File: config.mk
export PLATFORM = sky130hd
export DESIGN_NAME = synapse_bank
export DESIGN_NICKNAME = d
export VERILOG_FILES = /design/src/rtl/synapse_bank.sv
export SDC_FILE = /design/constraint.sdc
export NUM_CORES = 1
export LEC_CHECK = 0
export ABC_CLOCK_PERIOD_IN_PS = 6800
export CAP_MARGIN = 10
export CORE_UTILIZATION = 25
export DETAILED_ROUTE_END_ITERATION = 6
export PLACE_DENSITY_LB_ADDON = 0.05
export SYNTH_ARGS = -nofsm -noshare
export SYNTH_HDL_FRONTEND = slang
export SYNTH_SLANG_ARGS = --single-unit
File: constraint.sdc
create_clock -name clk -period 6.8 [get_ports clk]
set_input_delay 1.02 -clock clk [delete_from_list [all_inputs] [get_ports clk]]
set_output_delay 1.02 -clock clk [all_outputs]
set_load 0.01 [all_outputs]
File: src/rtl/synapse_bank.sv
// -----------------------------------------------------------------------------
// synapse_bank
//
// Synaptic weight store and current summer. It sits between N_SYN presynaptic
// LIF neurons and one postsynaptic LIF neuron. There is one unsigned weight per
// synapse. On every cycle the block adds up the weights of the synapses that
// spiked, saturates the total, and registers it as the post neuron's current.
// Signed weight deltas from the STDP unit arrive over a valid/ready handshake.
// Each delta is applied with clamping in a two-cycle read-modify-write:
// IDLE accepts the delta, APPLY writes the new weight.
//
// Ports
//   clk          system clock, all logic on the rising edge
//   rst          synchronous active-high reset
//   pre_spike    spike vector, bit i = presynaptic neuron i fired this cycle
//   upd_valid    weight update request valid
//   upd_idx      synapse index for the update
//   upd_delta    signed two's-complement weight delta
//   upd_ready    bank can accept an update this cycle (high in IDLE)
//   upd_err      high during an APPLY cycle whose index is out of range
//   current_out  registered saturated sum of spiking weights
//   spike_cnt    registered popcount of pre_spike, aligned with current_out
//   rd_idx       weight readback index
//   rd_weight    combinational weight[rd_idx], 0 when rd_idx >= N_SYN
// -----------------------------------------------------------------------------
module synapse_bank #(
    parameter int N_SYN   = 5,
    parameter int W_WIDTH = 8,
    parameter int W_INIT  = 32,
    parameter int W_MIN   = 0,
    parameter int W_MAX   = 255,
    parameter int CUR_MAX = 255
) (
    input  logic               clk,
    input  logic               rst,
    input  logic [N_SYN-1:0]   pre_spike,
    input  logic               upd_valid,
    input  logic [2:0]         upd_idx,
    input  logic [W_WIDTH-1:0] upd_delta,
    output logic               upd_ready,
    output logic               upd_err,
    output logic [7:0]         current_out,
    output logic [3:0]         spike_cnt,
    input  logic [2:0]         rd_idx,
    output logic [W_WIDTH-1:0] rd_weight
);

    // The spike sum is W_WIDTH+3 bits wide, enough for up to 8 full-scale
    // weights. The update arithmetic is W_WIDTH+2 bits signed. That width
    // holds every value from 0 + (-2^(W-1)) up to (2^W - 1) + (2^(W-1) - 1)
    // without wrapping.
    localparam int SUM_W = W_WIDTH + 3;
    localparam int NW_W  = W_WIDTH + 2;

    localparam logic [SUM_W-1:0]       CUR_MAX_S = SUM_W'(CUR_MAX);
    localparam logic [7:0]             CUR_MAX_O = 8'(CUR_MAX);
    localparam logic signed [NW_W-1:0] W_MIN_S   = NW_W'(W_MIN);
    localparam logic signed [NW_W-1:0] W_MAX_S   = NW_W'(W_MAX);
    localparam logic [W_WIDTH-1:0]     W_INIT_V  = W_WIDTH'(W_INIT);
    localparam logic [W_WIDTH-1:0]     W_MIN_V   = W_WIDTH'(W_MIN);
    localparam logic [W_WIDTH-1:0]     W_MAX_V   = W_WIDTH'(W_MAX);
    localparam logic [3:0]             N_SYN_V   = 4'(N_SYN);

    typedef enum logic {
        S_IDLE  = 1'b0,
        S_APPLY = 1'b1
    } state_e;

    state_e state_q;
    state_e state_d;

    logic               accept;
    logic               apply;
    logic               idx_in_range;
    logic [2:0]         idx_q;
    logic [W_WIDTH-1:0] delta_q;

    logic [W_WIDTH-1:0] weight_q [N_SYN];
    logic [W_WIDTH-1:0] old_w;
    logic signed [NW_W-1:0] raw_w;
    logic [W_WIDTH-1:0] new_w;

    logic [SUM_W-1:0]   spike_sum;
    logic [3:0]         spike_pop;
    logic [7:0]         current_d;

    // ------------------------------------------------------------------
    // Update FSM
    // ------------------------------------------------------------------
    assign idx_in_range = ({1'b0, idx_q} < N_SYN_V);

    // NOTE: every output of this block gets a default before the case
    // statement. Otherwise a path that does not assign a signal would
    // infer a latch.
    always_comb begin
        state_d   = state_q;
        upd_ready = 1'b0;
        upd_err   = 1'b0;
        accept    = 1'b0;
        apply     = 1'b0;
        case (state_q)
            S_IDLE: begin
                upd_ready = 1'b1;
                if (upd_valid) begin
                    accept  = 1'b1;
                    state_d = S_APPLY;
                end
            end
            S_APPLY: begin
                state_d = S_IDLE;
                if (idx_in_range) begin
                    apply = 1'b1;
                end else begin
                    upd_err = 1'b1;
                end
            end
            default: state_d = S_IDLE;
        endcase
    end

    // NOTE: sequential state uses non-blocking assignments. All registers
    // then update together at the edge, whatever order the blocks run in.
    always_ff @(posedge clk) begin
        if (rst) begin
            state_q <= S_IDLE;
        end else begin
            state_q <= state_d;
        end
    end

    // Capture the request when it is accepted. It is consumed in APPLY.
    always_ff @(posedge clk) begin
        if (rst) begin
            idx_q   <= '0;
            delta_q <= '0;
        end else if (accept) begin
            idx_q   <= upd_idx;
            delta_q <= upd_delta;
        end
    end

    // ------------------------------------------------------------------
    // Read-modify-write datapath
    // ------------------------------------------------------------------
    // Select the weight being updated. An out-of-range index reads 0,
    // but that value is never written back.
    always_comb begin
        old_w = '0;
        for (int i = 0; i < N_SYN; i++) begin
            if (idx_q == 3'(i)) begin
                old_w = weight_q[i];
            end
        end
    end

    // Zero-extend the weight, sign-extend the delta, then clamp. The sum is
    // never truncated before clamping, so the result cannot wrap.
    always_comb begin
        raw_w = $signed({2'b00, old_w}) + $signed({{2{delta_q[W_WIDTH-1]}}, delta_q});
        if (raw_w < W_MIN_S) begin
            new_w = W_MIN_V;
        end else if (raw_w > W_MAX_S) begin
            new_w = W_MAX_V;
        end else begin
            new_w = W_WIDTH'(raw_w);
        end
    end

    // NOTE: the weight store is a handful of flops, not a RAM macro. Reset
    // therefore loads every entry, and a reset during APPLY discards the
    // pending write.
    always_ff @(posedge clk) begin
        if (rst) begin
            for (int i = 0; i < N_SYN; i++) begin
                weight_q[i] <= W_INIT_V;
            end
        end else if (apply) begin
            for (int i = 0; i < N_SYN; i++) begin
                if (idx_q == 3'(i)) begin
                    weight_q[i] <= new_w;
                end
            end
        end
    end

    // ------------------------------------------------------------------
    // Spike summation
    // ------------------------------------------------------------------
    // Reads the weights before any write on this edge. A spike sampled in
    // the APPLY cycle therefore still sees the old weight.
    always_comb begin
        spike_sum = '0;
        spike_pop = '0;
        for (int i = 0; i < N_SYN; i++) begin
            if (pre_spike[i]) begin
                spike_sum = spike_sum + SUM_W'(weight_q[i]);
            end
            spike_pop = spike_pop + 4'(pre_spike[i]);
        end
        current_d = (spike_sum > CUR_MAX_S) ? CUR_MAX_O : 8'(spike_sum);
    end

    // current_out carries no state between cycles. With no spikes it
    // returns to 0 on the next edge.
    always_ff @(posedge clk) begin
        if (rst) begin
            current_out <= '0;
            spike_cnt   <= '0;
        end else begin
            current_out <= current_d;
            spike_cnt   <= spike_pop;
        end
    end

    // ------------------------------------------------------------------
    // Readback
    // ------------------------------------------------------------------
    always_comb begin
        rd_weight = '0;
        for (int i = 0; i < N_SYN; i++) begin
            if (rd_idx == 3'(i)) begin
                rd_weight = weight_q[i];
            end
        end
    end

endmodule

## Word-level counts from Yosys, hierarchy flattened

Memory sizes are Yosys's and may differ from the RTL's.
Index checks and enable logic that the tools add are counted.

- Memories kept: 1
- Logic and storage cells: 88
- Input port bits: 22
- Output and inout port bits: 22
- Bits in writable memories: 40
- Bits in registers: 24

Memory list:

| memory | depth | width | read ports | clocked after Yosys merged registers in | write ports | line | source |
|---|---|---|---|---|---|---|---|
| weight_q | 5 | 8 | 5 | 0 | 5 | 78 | `logic [W_WIDTH-1:0] weight_q [N_SYN];` |

- Reduce and logical (&&, ||, !) cells: 2
- Eq/ne operators: 8
- Mux-type cells: 53
- Bitwise operators: 6
- Add/sub/neg operators: 9
- Order comparisons: 4

Operator list:

| cell | number |
|---|---|
| 2-to-1 mux 8 bit | 19 |
| adder 11 x 8 -> 11 bit | 4 |
| 2-to-1 mux 11 bit | 4 |
| 2-to-1 mux 1 bit | 29 |
| equality test 3 x 2 -> 1 bit, second input constant | 4 |
| > comparator 11 x 8 -> 1 bit, second input constant | 1 |
| adder 9 x 8 -> 10 bit | 1 |
| > comparator 10 x 9 -> 1 bit, second input constant | 1 |
| less-than comparator 10 x 1 -> 1 bit, second input constant | 1 |
| equality test 3 x 1 -> 1 bit, second input constant | 2 |
| equality test 3 bit, second input constant | 2 |
| logical NOT 3 bit | 2 |
| OR 1 bit | 5 |
| adder 3 x 1 -> 4 bit | 1 |
| adder 4 x 1 -> 4 bit | 1 |
| adder 2 x 1 -> 3 bit | 1 |
| less-than comparator 3 bit, second input constant | 1 |
| adder 1 x 1 -> 2 bit | 1 |
| one-hot mux 1 bit (2 select lines) | 1 |
| inverter 1 bit | 1 |

## Longest topological paths before layout

An unclocked memory read counts as a cell.

- Word-level depth: 12
- Gate-level depth with buffers: 30
- Gate-level depth less buffers: 29

## Least setup slack after synthesis

No wires, ideal clock.

- Path type: input to register
- Start point: input pre_spike[0]
- End point: register current_out[4]
- Path buffers: 1
- Data required time: 6.662 ns
- Library setup time: 0.138 ns
- Stages: 28
- Arrival: 6.115 ns
- Slack: 0.547 ns
- Cells stage by stage: buf_4 and2_1 ha_1 inv_1 fa_1 nor2b_1 o21ai_0 a21o_1 a31oi_1 ha_1 o21a_1 o31a_1 a211oi_1 a21o_1 ha_1 nand3_1 o211ai_1 o41ai_1 xor2_1 nand2_1 o21a_1 ha_1 nand3b_1 or4b_4 nor4_2 a31oi_1 o21ai_2 o311ai_1

- Cells in the longest elaborated chain, start to end: 11

Ends and longest elaborated chain:

| element | line | source |
|---|---|---|
| start: declaration | 36 | `input logic [N_SYN-1:0] pre_spike,` |
| 2-to-1 mux 8 bit * | 195 | `if (pre_spike[i]) begin` |
| adder 11 x 8 -> 11 bit | 196 | `spike_sum = spike_sum + SUM_W'(weight_q[i]);` |
| 2-to-1 mux 11 bit * | 195 |  |
| adder 11 x 8 -> 11 bit | 196 |  |
| 2-to-1 mux 11 bit * | 195 |  |
| adder 11 x 8 -> 11 bit | 196 |  |
| 2-to-1 mux 11 bit * | 195 |  |
| adder 11 x 8 -> 11 bit | 196 |  |
| 2-to-1 mux 11 bit * | 195 |  |
| > comparator 11 x 8 -> 1 bit | 200 | `current_d = (spike_sum > CUR_MAX_S) ? CUR_MAX_O : 8'(spike_sum);` |
| 2-to-1 mux 8 bit * | 200 |  |
| end signal: assignment | 210 | `current_out <= current_d;` |
| end: declaration | 42 | `output logic [7:0] current_out,` |

Mark *: on every way between the ends. The rest lies on a longest branch, timed or not.
A chain may end at the register's enable or synchronous reset.

## Worst setup path after layout

- Start point: input pre_spike[0]
- End point: register current_out[3]

Same word-level chain as after synthesis.

==> metrics <==
switching share of power=about a third; Root Buffer=clkbuf_16; Final Hold Viols=0; GRT Util Overall=16.9%; Int Power=between 1 and 1.5 mW; Synth Cell Area=slightly below 5000 sq um; Fin Setup TNS=0 ns; Post-synth ARST share=0%; Synth Instances=around 540; CTS tree=done; Clock Path Buffers=2; Mapped Nets=606; filler cell count=around 2,000; Die Footprint=~20,000 sq um; Core Rows=50; share of total power in sequential cells=~31%; core area=18,900 sq um; EDFF count, synth=40; DRC=0; Die Ht=about 140 um; vias in the first global route=4,415; Avg Inst Size Synth=slightly above 9 sq um; final instance area=6520 sq um; Yosys cell types=55; fin util=around a third; hold buffers post-CTS=0; via count=4,343; total gr overflow=0; Slowest cell on crit path=or4b_4; Clk pin slew, worst setup/hold paths=0.06 ns; Worst VDD drop=approximately 0.11 mV; sequential share of the synthesized area=about 34%; die width=142 um; clk_skew=between 0.01 and 0.015 ns; Yosys warnings=0; pin count of the biggest net entering global routing=24; min Tclk post-route=~6.3 ns; hpwl dp=13,000 um; Comb pwr share=a little under two fifths; Placer Congestion=0.839; most common cell in the netlist=nand2_1; layout cell share with drive strength beyond 1=between 20% and 30%; largest cells by area after synthesis=edfxtp_1 (25%), ha_1 (11%), dfxtp_1 (9.5%); CP endpoint kind=flip-flop; Max stage delay on crit path=around 0.59 ns; Hold Slack=0.462 ns; Pleak=2.63 nW; unrepaired setup endpoints after global routing=false; input/output buffers=42; actual slew at the worst max-slew pin=0.920 ns; TritonCTS buffer count=9; DP Area=6020 sq um; Multi-input gate area=between 3000 and 4000 sq um; Worst setup SP type=primary input; clock share of power=a little under a third; WS Path Type=in -> reg; I/O Pins=44; Hold Crit Class=reg -> reg; Synth area leader=edfxtp_1; CP Max Fanout=8; max_slew headroom=roughly two fifths; final period utilization=between 90% and 100%; Final Setup Violations=0; CP required=around 7 ns; sw power=around 0.5 mW; final net count=706; flops & latches, synth=63; pre-CTS setup slack=-0.222 ns; Power Density=~240 nW/um^2; initial antenna violation count=0; achievable frequency=roughly 160 MHz; setup ws final=between 0.5 and 0.6 ns; CTS H-tree lvls=3; via/cell ratio=approximately 4.8; Skew-Pair Late Insertion Delay=between 0.3 and 0.4 ns; buffers and inverters on the worst path=6; initial core utilization=between 20% and 30%; share of the synthesized area in the top cell type=between 20% and 30%; global-route wire length before repair=24,800 um; Final Slew Violations=0; outcome=completed; Initial DRT Pass Iterations=4; max_cap viols=0; Post-DRT Antenna Nets=0; Critical Path AT=between 6 and 7 ns; main flop type after synthesis=edfxtp_1; Crit path max-delay family=adder cells; antenna cell count=0; Initial DRC Count=roughly 210; Num Clock Sinks=63; Routed WL per cell=around 18 um; WL final=between 15,000 and 20,000 um; most frequent cells after synthesis=nand2_1 (61), a21oi_1 (45), nor2_1 (42); Storage cell area=about 1700 sq um; area delta synth->final=33.9%
==> layer usage <==
layer,vias to the layer above,global-route usage [%],share of wire (%)
li1,2151,-,-
met1,2101,21.1,45
met2,71,28.7,49
met3,20,3.68,3.8
met4,0,5.66,2.1
met5,-,0,0
==> final timing paths <==
kind	start	slack (ns)	cells after the start	end
setup / recovery	pre_spike[0]	0.52	29	current_out[3]
hold / removal	delta_q[3]	0.46	2	delta_q[3]
setup reg to reg	weight_q[0][0]	0.79	28	current_out[3]
hold reg to reg	delta_q[3]	0.46	2	delta_q[3]
==> power groups by stage <==
| stage | clock network [mW] | logic, mW | registers [mW] |
|---|---|---|---|
| floorplan | 0 | 0.318 | 0.480 |
| global placement | 0 | 0.558 | 0.490 |
| detailed placement | 0 | 0.560 | 0.490 |
| CTS | 0.491 | 0.563 | 0.482 |
| global route | 0.509 | 0.650 | 0.487 |
| finish | 0.481 | 0.584 | 0.483 |
==> cells in the final DEF (no fill, tap or decap), drive strengths merged, types with 7 or more instances in the layout <==
cell	n
buf	71
nand2	61
a21oi	45
nor2	43
clkdlybuf4s50	41
ha	41
edfxtp	40
inv	35
o21ai	33
dfxtp	23
mux2i	13
nand3	11
a21o	11
xnor2	11
xor2	11
mux2	9
o21a	9
clkbuf	9
nor2b	9
mux4	8
o22ai	8
nor3	8
a211oi	8
a22oi	7
fa	7
==> cell type report <==
cell class	count	area share, %
Tap cell	260	4.99
Clock buffer	9	3.46
Sequential cell	63	25.5
Clock inverter	7	1.23
Timing Repair Buffer	113	14.7
Multi-Input combinational cell	416	48.2
Inverter	33	1.90
==> cell families (layout without fill, tap and decap cells) <==
kind of cell / count (synthesis) / after routing / synth area share, %
buf+inv: 57 / 162 / 4.55
compound gates: 157 / 157 / 20.4
simple gates: 158 / 158 / 15.0
xor+xnor: 22 / 22 / 3.96
fa+ha+maj: 48 / 48 / 13.4
flops: 63 / 63 / 34.1
mux: 30 / 30 / 8.46
other cells: 1 / 1 / 0.0770
==> worst register-to-register path: cells and delay by family (launching register included) <==
family                   cells  cell delay (ns)
AND/OR/NAND/NOR              7             1.48
XOR/XNOR                     1             0.13
multiplexers                 1             0.13
AO/OA/AOI/OAI                9             1.43
adder cells (fa/ha/maj)      5             1.61
flip-flops                   1             0.50
buffers and inverters        5             0.59
==> per-stage QoR <==
step	power, mW	std cells
2_1_floorplan	0.797	536
3_3_place_gp	1.05	881
3_5_place_dp	1.05	881
4_1_cts	1.54	897
5_1_grt	1.65	901
6_report	1.55	901
==> what timing repair did <==
action / in CTS / in global routing
endpoints found under the setup margin: 0 / 8
resized for setup: 0 / 32
buffers inserted: 0 / 3
hold endpoints to repair: 0 / 0
==> flip-flops by register name, indices dropped and copies added (netlist names) <==
register / cells
idx_q: 3
current_out: 8
delta_q: 8
weight_q: 40
spike_cnt: 3
state_q: 1
Power figures use the tool's default switching activity.
